<file path="config.mk">
export PLATFORM = sky130hd
export DESIGN_NAME = b1_vec_pipe
export DESIGN_NICKNAME = d
export VERILOG_FILES = /design/src/rtl/b1_vec_pipe.sv
export SDC_FILE = /design/constraint.sdc
export NUM_CORES = 1
export LEC_CHECK = 0
export BUFFER_PORTS_ARGS = -buffer_cell sky130_fd_sc_hd__buf_2
export CAP_MARGIN = 20
export CORE_MARGIN = 4
export CORE_UTILIZATION = 30
export DETAILED_ROUTE_END_ITERATION = 6
export PLACE_DENSITY_LB_ADDON = 0.08
export SKIP_CTS_REPAIR_TIMING = 1
export SLEW_MARGIN = 15
export SYNTH_ARGS = -nofsm -noshare
export SYNTH_HDL_FRONTEND = slang
export SYNTH_SLANG_ARGS = --single-unit
</file>
<file path="constraint.sdc">
create_clock -name clk -period 3.2 [get_ports clk]
set_input_delay 0.8 -clock clk [delete_from_list [all_inputs] [get_ports clk]]
set_output_delay 0.8 -clock clk [all_outputs]
set_load 0.02 [all_outputs]
</file>
<file path="src/rtl/b1_vec_pipe.sv">
// Bit-parallel b1 logic cell with a selectable f-function, an elastic valid/ready
// register pipeline and a saturating count of delivered non-zero f results.
module b1_vec_pipe #(
  parameter int unsigned WIDTH  = 8,
  parameter int unsigned STAGES = 2,
  parameter int unsigned CNT_W  = 16
) (
  input  logic             clk,
  input  logic             rst_n,
  input  logic             in_valid,
  output logic             in_ready,
  input  logic [WIDTH-1:0] in_a,
  input  logic [WIDTH-1:0] in_b,
  input  logic [WIDTH-1:0] in_c,
  input  logic [1:0]       in_mode,
  output logic             out_valid,
  input  logic             out_ready,
  output logic [WIDTH-1:0] out_d,
  output logic [WIDTH-1:0] out_e,
  output logic [WIDTH-1:0] out_f,
  output logic [WIDTH-1:0] out_g,
  output logic [CNT_W-1:0] hit_cnt,
  input  logic             cnt_clr,
  output logic             busy
);

  logic [WIDTH-1:0] f_comb;

  always_comb begin
    f_comb = '0;
    unique case (in_mode)
      2'b00:   f_comb = (~in_a & ~in_b & in_c) | (in_a & in_b & ~in_c);
      2'b01:   f_comb = in_a ^ in_b ^ in_c;
      2'b10:   f_comb = (in_a & in_b) | (in_a & in_c) | (in_b & in_c);
      default: f_comb = ~(in_a ^ in_b ^ in_c);
    endcase
  end

  logic [STAGES-1:0]            v_q;
  logic [STAGES-1:0]            adv;
  logic [STAGES-1:0][WIDTH-1:0] d_q;
  logic [STAGES-1:0][WIDTH-1:0] e_q;
  logic [STAGES-1:0][WIDTH-1:0] f_q;
  logic [STAGES-1:0][WIDTH-1:0] g_q;
  logic [CNT_W-1:0]             cnt_q;
  logic [CNT_W-1:0]             cnt_d;

  // A stage may move when any stage at or below it (toward the output) has room,
  // or the sink drains the last one; unrolled to avoid a bit-level feedback chain.
  always_comb begin
    logic room;
    adv  = '0;
    room = out_ready;
    for (int k = int'(STAGES) - 1; k >= 0; k--) begin
      room   = room | ~v_q[k];
      adv[k] = room;
    end
  end

  always_comb begin
    cnt_d = cnt_q;
    if (cnt_clr) begin
      cnt_d = '0;
    end else if (out_valid && out_ready && (out_f != '0) && !(&cnt_q)) begin
      cnt_d = cnt_q + 1'b1;
    end
  end

  always_ff @(posedge clk) begin
    if (!rst_n) begin
      v_q   <= '0;
      d_q   <= '0;
      e_q   <= '0;
      f_q   <= '0;
      g_q   <= '0;
      cnt_q <= '0;
    end else begin
      if (adv[0]) begin
        v_q[0] <= in_valid;
        d_q[0] <= in_c;
        e_q[0] <= in_a ^ in_b;
        f_q[0] <= f_comb;
        g_q[0] <= ~in_c;
      end
      for (int unsigned k = 1; k < STAGES; k++) begin
        if (adv[k]) begin
          v_q[k] <= v_q[k-1];
          d_q[k] <= d_q[k-1];
          e_q[k] <= e_q[k-1];
          f_q[k] <= f_q[k-1];
          g_q[k] <= g_q[k-1];
        end
      end
      cnt_q <= cnt_d;
    end
  end

  assign in_ready  = adv[0];
  assign out_valid = v_q[STAGES-1];
  assign out_d     = d_q[STAGES-1];
  assign out_e     = e_q[STAGES-1];
  assign out_f     = f_q[STAGES-1];
  assign out_g     = g_q[STAGES-1];
  assign hit_cnt   = cnt_q;
  assign busy      = |v_q;

endmodule

</file>
==> flow_metrics.env, run 1 <==
export IMPL_slowest_stage="and3b_1"
export IMPL_drtPass1Iterations=4
export IMPL_finalClockSkew_ns=0.00373
export IMPL_rsz0062_at_grt="false"
export IMPL_swShare_pct=25.0
export IMPL_root_buffer="clkbuf_16"
export IMPL_layout_common_cells="117 x nand2_1, 82 x dfxtp_1, 81 x buf_2"
export IMPL_post_dp_cell_area_um2=4620
export IMPL_critPathMostFrequentCell="buf_2"
export IMPL_tritoncts="yes"
export IMPL_wl_per_cell_um=15.1
export IMPL_cts_made_buffers=9
export IMPL_num_io_pins=82
export IMPL_finalHoldViolations=0
export IMPL_powerDensity_nw_per_um2=510
export IMPL_grt_max_degree=68
export IMPL_synth_fp_nets=543
export IMPL_clk_latency_ns=0.34
export IMPL_total_power_uw=2520
export IMPL_coreArea_um2=13900
export IMPL_comb_power_share_pct=11.5
export IMPL_seq_power_share_pct=44.0
export IMPL_final_nets=581
export IMPL_critPathKind="input port to output pin"
export IMPL_cap_violations=0
export IMPL_status="completed"
export IMPL_htreeDepth=3
export IMPL_tightest_slew_ns=0.889
export IMPL_gp_congestion=0.763
export IMPL_hp_class="flip-flop to flip-flop"
export IMPL_drive_gt1_share_pct=24.2
export IMPL_antenna_found_initial=1
export IMPL_grtUsageTotal_pct=13.6
export IMPL_path_cells="buf_2 -> and3b_1 -> clkinv_1 -> buf_2"
export IMPL_critPathCaptureType="output pin"
export IMPL_grt_first_pass_wirelength_um=17500
export IMPL_layout_commonest_cell="nand2_1"
export IMPL_clock_sinks=82
export IMPL_vias=3356
export IMPL_setup_viol=0
export IMPL_drc_errors=0
export IMPL_slew_viol_final=0
export IMPL_stdcell_area_um2=4940
export IMPL_leakage_uw=0.00213
export IMPL_grt_overflow=0
export IMPL_clk_pin_slew_ns=0.06
export IMPL_hpwlAfterDp_um=7390
export IMPL_drt_wl_total_um=10800
export IMPL_crit_arrival_ns=1.47
export IMPL_period_minus_slack_ns=2.27
export IMPL_syn_area_um2=4300
export IMPL_die_width_um=128
export IMPL_ys_types=43
export IMPL_slew_headroom_pct=40.3
export IMPL_detail_route_antenna_nets=0
export IMPL_final_util_pct=35.5
export IMPL_vdd_drop_max_mv=0.196
export IMPL_clk_path_buf_depth=2
export IMPL_io_buffers=81
export IMPL_critPathMaxStageDelay_ns=0.25
export IMPL_fmax_mhz=441
export IMPL_grt_pass1_vias=3378
export IMPL_avgSynthCellArea_um2=8.83
export IMPL_die_area_um2=16300
export IMPL_ys_warn_count=0
export IMPL_drtIter0Drc=149
export IMPL_via_per_inst=4.72
export IMPL_ys_seq_elements=82
export IMPL_start_util_pct=30.9
export IMPL_die_h_um=128
export IMPL_fin_crit_sh_pct=70.8
export IMPL_path_delay_family="buffers and inverters"
export IMPL_setup_tns_ns=0
export IMPL_critPathLaunchType="input port"
export IMPL_ys_seq_area_share_pct=38.2
export IMPL_cp_data_required_time_ns=2.40
export IMPL_area_delta_synth_final_pct=15.0
export IMPL_clkPwrFrac_pct=44.5
export IMPL_num_rows=43
export IMPL_path_max_fanout=5
export IMPL_power_switching_uw=630
export IMPL_synthCells=487
export IMPL_intPower_uw=1890
export IMPL_timing_critical_path_buf_inv=3
==> stage by stage <==
stage               setup slack [ns]  std cells  hold WS (ns)
finish                         0.935        711         0.459
global route                   0.811        710         0.478
CTS                            0.904        710         0.465
detailed placement             0.913        694         0.456
global placement               0.922        694         0.453
floorplan                      0.743        487         0.440
==> synth_stat cells (all sizes together) <==
library cell / count / area share [%]
nand2: 117 / 10
a21o: 1 / 0.17
a41o: 1 / 0.23
or3: 1 / 0.15
o21ai: 11 / 1.3
a2111o: 1 / 0.26
nor3: 3 / 0.35
nor4: 7 / 1.9
nand4: 9 / 1.6
o21a: 2 / 0.35
dfxtp: 82 / 38
a21oi: 19 / 2.2
or4: 8 / 1.4
clkinv: 1 / 0.087
nor2b: 2 / 0.29
a211o: 1 / 0.20
fa: 8 / 3.7
o211a: 8 / 1.9
and4: 1 / 0.23
clkbuf: 23 / 2.0
mux2: 16 / 4.2
a21boi: 56 / 9.8
xnor2: 8 / 1.6
inv: 16 / 1.4
or2b: 1 / 0.20
and3: 1 / 0.17
nor2: 2 / 0.17
and3b: 1 / 0.20
a31oi: 1 / 0.15
ha: 17 / 4.9
nand2b: 6 / 0.87
nand3: 6 / 0.70
buf: 36 / 6.3
mux2i: 5 / 1.2
o31ai: 7 / 1.2
or2: 2 / 0.29
==> final cells by class <==
type / count / area [um2]
multi-input combinational: 329 / 2240
tap: 180 / 225
timing repair buffer: 86 / 443
fill: 1462 / 8990
inverter: 17 / 63.8
antenna: 1 / 2.50
clock buffer: 13 / 280
sequential: 82 / 1640
clock inverter: 3 / 45.0
==> cells by family (layout without fill, tap and decap cells) <==
logic type | after synthesis | count (layout) | share of synthesized area (%)
AO/OA/AOI/OAI | 108 | 108 | 17.7
XOR/XNOR | 8 | 8 | 1.63
adder cells (fa/ha/maj) | 25 | 25 | 8.67
buffers and inverters | 76 | 119 | 9.75
flip-flops | 82 | 82 | 38.2
multiplexers | 21 | 21 | 5.35
other | 0 | 1 | 0
AND/OR/NAND/NOR | 167 | 167 | 18.7
==> path summary, 6_finish.rpt <==
check | start | endpoint | slack (ns) | depth (start not counted)
worst min-delay path | out_e[0] | out_e[0] | 0.46 | 2
worst min register to register | out_e[0] | out_e[0] | 0.46 | 2
worst max-delay path | out_ready | in_ready | 0.93 | 4
worst max register to register | hit_cnt[0] | hit_cnt[11] | 1.01 | 5
==> tightest hold or removal path: cells and delay by family, from the launching register on <==
kind             cells  cell delay [ns]
AO/OA/AOI/OAI        1             0.06
flip-flops           1             0.30
AND/OR/NAND/NOR      1             0.04
==> layer usage <==
layer / routed length (um) / global-route usage (%) / up-vias
met3: 642 / 3.79 / 15
met2: 4390 / 19.7 / 76
met1: 5510 / 19.0 / 1562
met5: 17 / 0 / -
li1: - / - / 1701
met4: 203 / 5.93 / 2
==> power groups by stage <==
| stage | Combinational (uW) | Clock, uW | Sequential [uW] |
|---|---|---|---|
| floorplan | 225 | 0 | 1120 |
| global placement | 290 | 0 | 1130 |
| detailed placement | 296 | 0 | 1130 |
| CTS | 297 | 1160 | 1110 |
| global route | 332 | 1200 | 1120 |
| finish | 290 | 1120 | 1110 |
==> flip-flops by register name, indices dropped and copies added (netlist names) <==
register  count
g_q           8
hit_cnt      16
f_q           8
out_d         8
e_q           8
d_q           8
out_e         8
out_f         8
out_g         8
v_q           2
Power figures use the tool's default switching activity.
==> run 2, diff against run 1 <==
- clock period: 3.2 -> 2.1 ns (I/O delays scaled with it)
==> run 2 against run 1 <==
  * Register-to-register slack lost 0.81 ns
  * Die area is the same
  * Non-clock buffer count grew 3
  * Via count grew 0.83%
  * Sequential power grew 52%
  * Global-route usage grew 0.14 points
  * Clock power grew 47%
  * Highest routed layer is now met4
  * Cell count grew 0.28%
  * Sequential share of layout area shrank 0.16 points
==> flow_metrics.env, run 2 (synthesis gave the netlist of run 1 again) <==
export IMPL_status="completed"
export IMPL_powerDensity_nw_per_um2=763
export IMPL_num_fill_cells=1477
export IMPL_largest_reg_flops=16
export IMPL_critPathLaunchType="flip-flop"
export IMPL_htreeDepth=3
export IMPL_drt_wl_total_um=10700
export IMPL_clock_sinks=82
export IMPL_regArea_um2=1640
export IMPL_io_buffers=81
export IMPL_finalClockSkew_ns=0.00572
export IMPL_layout_commonest_cell="nand2_1"
export IMPL_fin_crit_sh_pct=90.5
export IMPL_grtUsageTotal_pct=13.8
export IMPL_reg2reg_to="hit_cnt[8]"
export IMPL_slowest_stage="or4_1"
export IMPL_multi_input_area_um2=2240
export IMPL_timing_rr_start="hit_cnt[0]"
export IMPL_r2r_setup_slack_ns=0.20
export IMPL_wl_per_cell_um=15.0
export IMPL_critPathCaptureType="flip-flop"
export IMPL_endpoint="hit_cnt[8]"
export IMPL_die_area_um2=16300
export IMPL_slew_headroom_pct=60.8
export IMPL_drtIter0Drc=226
export IMPL_critPathKind="flip-flop to flip-flop"
export IMPL_path_max_fanout=7
export IMPL_r2r_cells=5
export IMPL_rsz0062_at_grt="false"
export IMPL_cap_violations=0
export IMPL_grt_pass1_vias=3399
export IMPL_period_minus_slack_ns=1.90
export IMPL_finalHoldViolations=0
export IMPL_vias=3384
export IMPL_grt_max_degree=67
export IMPL_grt_overflow=0
export IMPL_grt_first_pass_wirelength_um=17700
export IMPL_final_util_pct=35.6
export IMPL_path_delay_family="simple AND/OR/NAND/NOR gates"
export IMPL_num_rows=43
export IMPL_die_width_um=128
export IMPL_tritoncts="yes"
export IMPL_via_per_inst=4.75
export IMPL_hp_class="input port to flip-flop"
export IMPL_hpwlAfterDp_um=7490
export IMPL_worst_path_stages=5
export IMPL_area_delta_synth_final_pct=15.5
export IMPL_clk_latency_ns=0.34
export IMPL_cts_made_buffers=9
export IMPL_setup_viol=0
export IMPL_leakage_uw=0.00215
export IMPL_drc_errors=0
export IMPL_tightest_slew_ns=0.589
export IMPL_fin_cells=713
export IMPL_crit_arrival_ns=2.17
export IMPL_drive_gt1_share_pct=23.9
export IMPL_layout_common_cells="117 x nand2_1, 82 x dfxtp_1, 81 x buf_2"
export IMPL_coreArea_um2=13900
export IMPL_clk_pin_slew_ns=0.06
export IMPL_slew_viol_final=0
export IMPL_path_cells="ha_1 -> nand3_1 -> or2_1 -> or4_1 -> a21oi_1"
export IMPL_root_buffer="clkbuf_16"
export IMPL_start_util_pct=30.9
export IMPL_fmax_mhz=526
export IMPL_clk_path_buf_depth=2
export IMPL_critPathMaxStageDelay_ns=0.48
export IMPL_setup_tns_ns=0
export IMPL_vdd_drop_max_mv=0.342
export IMPL_placed_cells=697
export IMPL_crit_start="hit_cnt[0]"
export IMPL_total_power_uw=3790
export IMPL_cp_data_required_time_ns=2.37
export IMPL_num_io_pins=82
export IMPL_final_nets=584
export IMPL_drtPass1Iterations=4
export IMPL_detail_route_antenna_nets=0
export IMPL_antenna_found_initial=0
export IMPL_timing_critical_path_buf_inv=0
export IMPL_die_h_um=128
export IMPL_gp_congestion=0.803
## run 2: cell count changes in the layout (fill, tap and decap cells not counted), sizes merged
cell | previous run | this run
clkbuf | 13 | 12
clkinv | 1 | 2
buf | 86 | 89
bufinv | 1 | 2
clkinvlp | 2 | 0
## run 2: metrics by stage
stage	hold slack (ns)	setup WS, ns	area, um2
3_5_place_dp	0.455	0.219	4660
5_1_grt	0.392	0.0332	4960
3_3_place_gp	0.449	0.288	4660
2_1_floorplan	0.440	0.193	4300
4_1_cts	0.391	0.201	4960
6_report	0.407	0.200	4970
## run 2: area by class of cell
| class | count | share of cell area, % |
|---|---|---|
| Multi-Input combinational cell | 329 | 45.1 |
| Inverter | 17 | 1.28 |
| Tap cell | 180 | 4.53 |
| Antenna cell | 1 | 0.0504 |
| Sequential cell | 82 | 33.0 |
| Clock buffer | 12 | 4.76 |
| Clock inverter | 3 | 1.31 |
| Timing Repair Buffer | 89 | 9.87 |
## run 2: worst min-delay path by stage
stage | from | to | slack [ns] | depth (start not counted)
after detailed placement | out_d[2] | out_d[2] | 0.45 | 2
after CTS | in_valid | v_q[0] | 0.39 | 2
after floorplan | g_q[7] | out_g[7] | 0.44 | 2
final | in_valid | v_q[0] | 0.41 | 2
after global placement | out_e[1] | out_e[1] | 0.45 | 2
after global routing | in_valid | v_q[0] | 0.39 | 2
## run 2: per-layer routing
metal / global-route usage, % / wire length (um)
met1: 19.0 / 5220
met2: 20.4 / 4550
met3: 5.29 / 790
met4: 3.18 / 99
met5: 0 / 0
## run 2: power breakdown
part | total, uW | switching [uW] | internal [uW]
Combinational | 450 | 252 | 198
Clock | 1650 | 614 | 1030
Sequential | 1690 | 52.8 | 1640
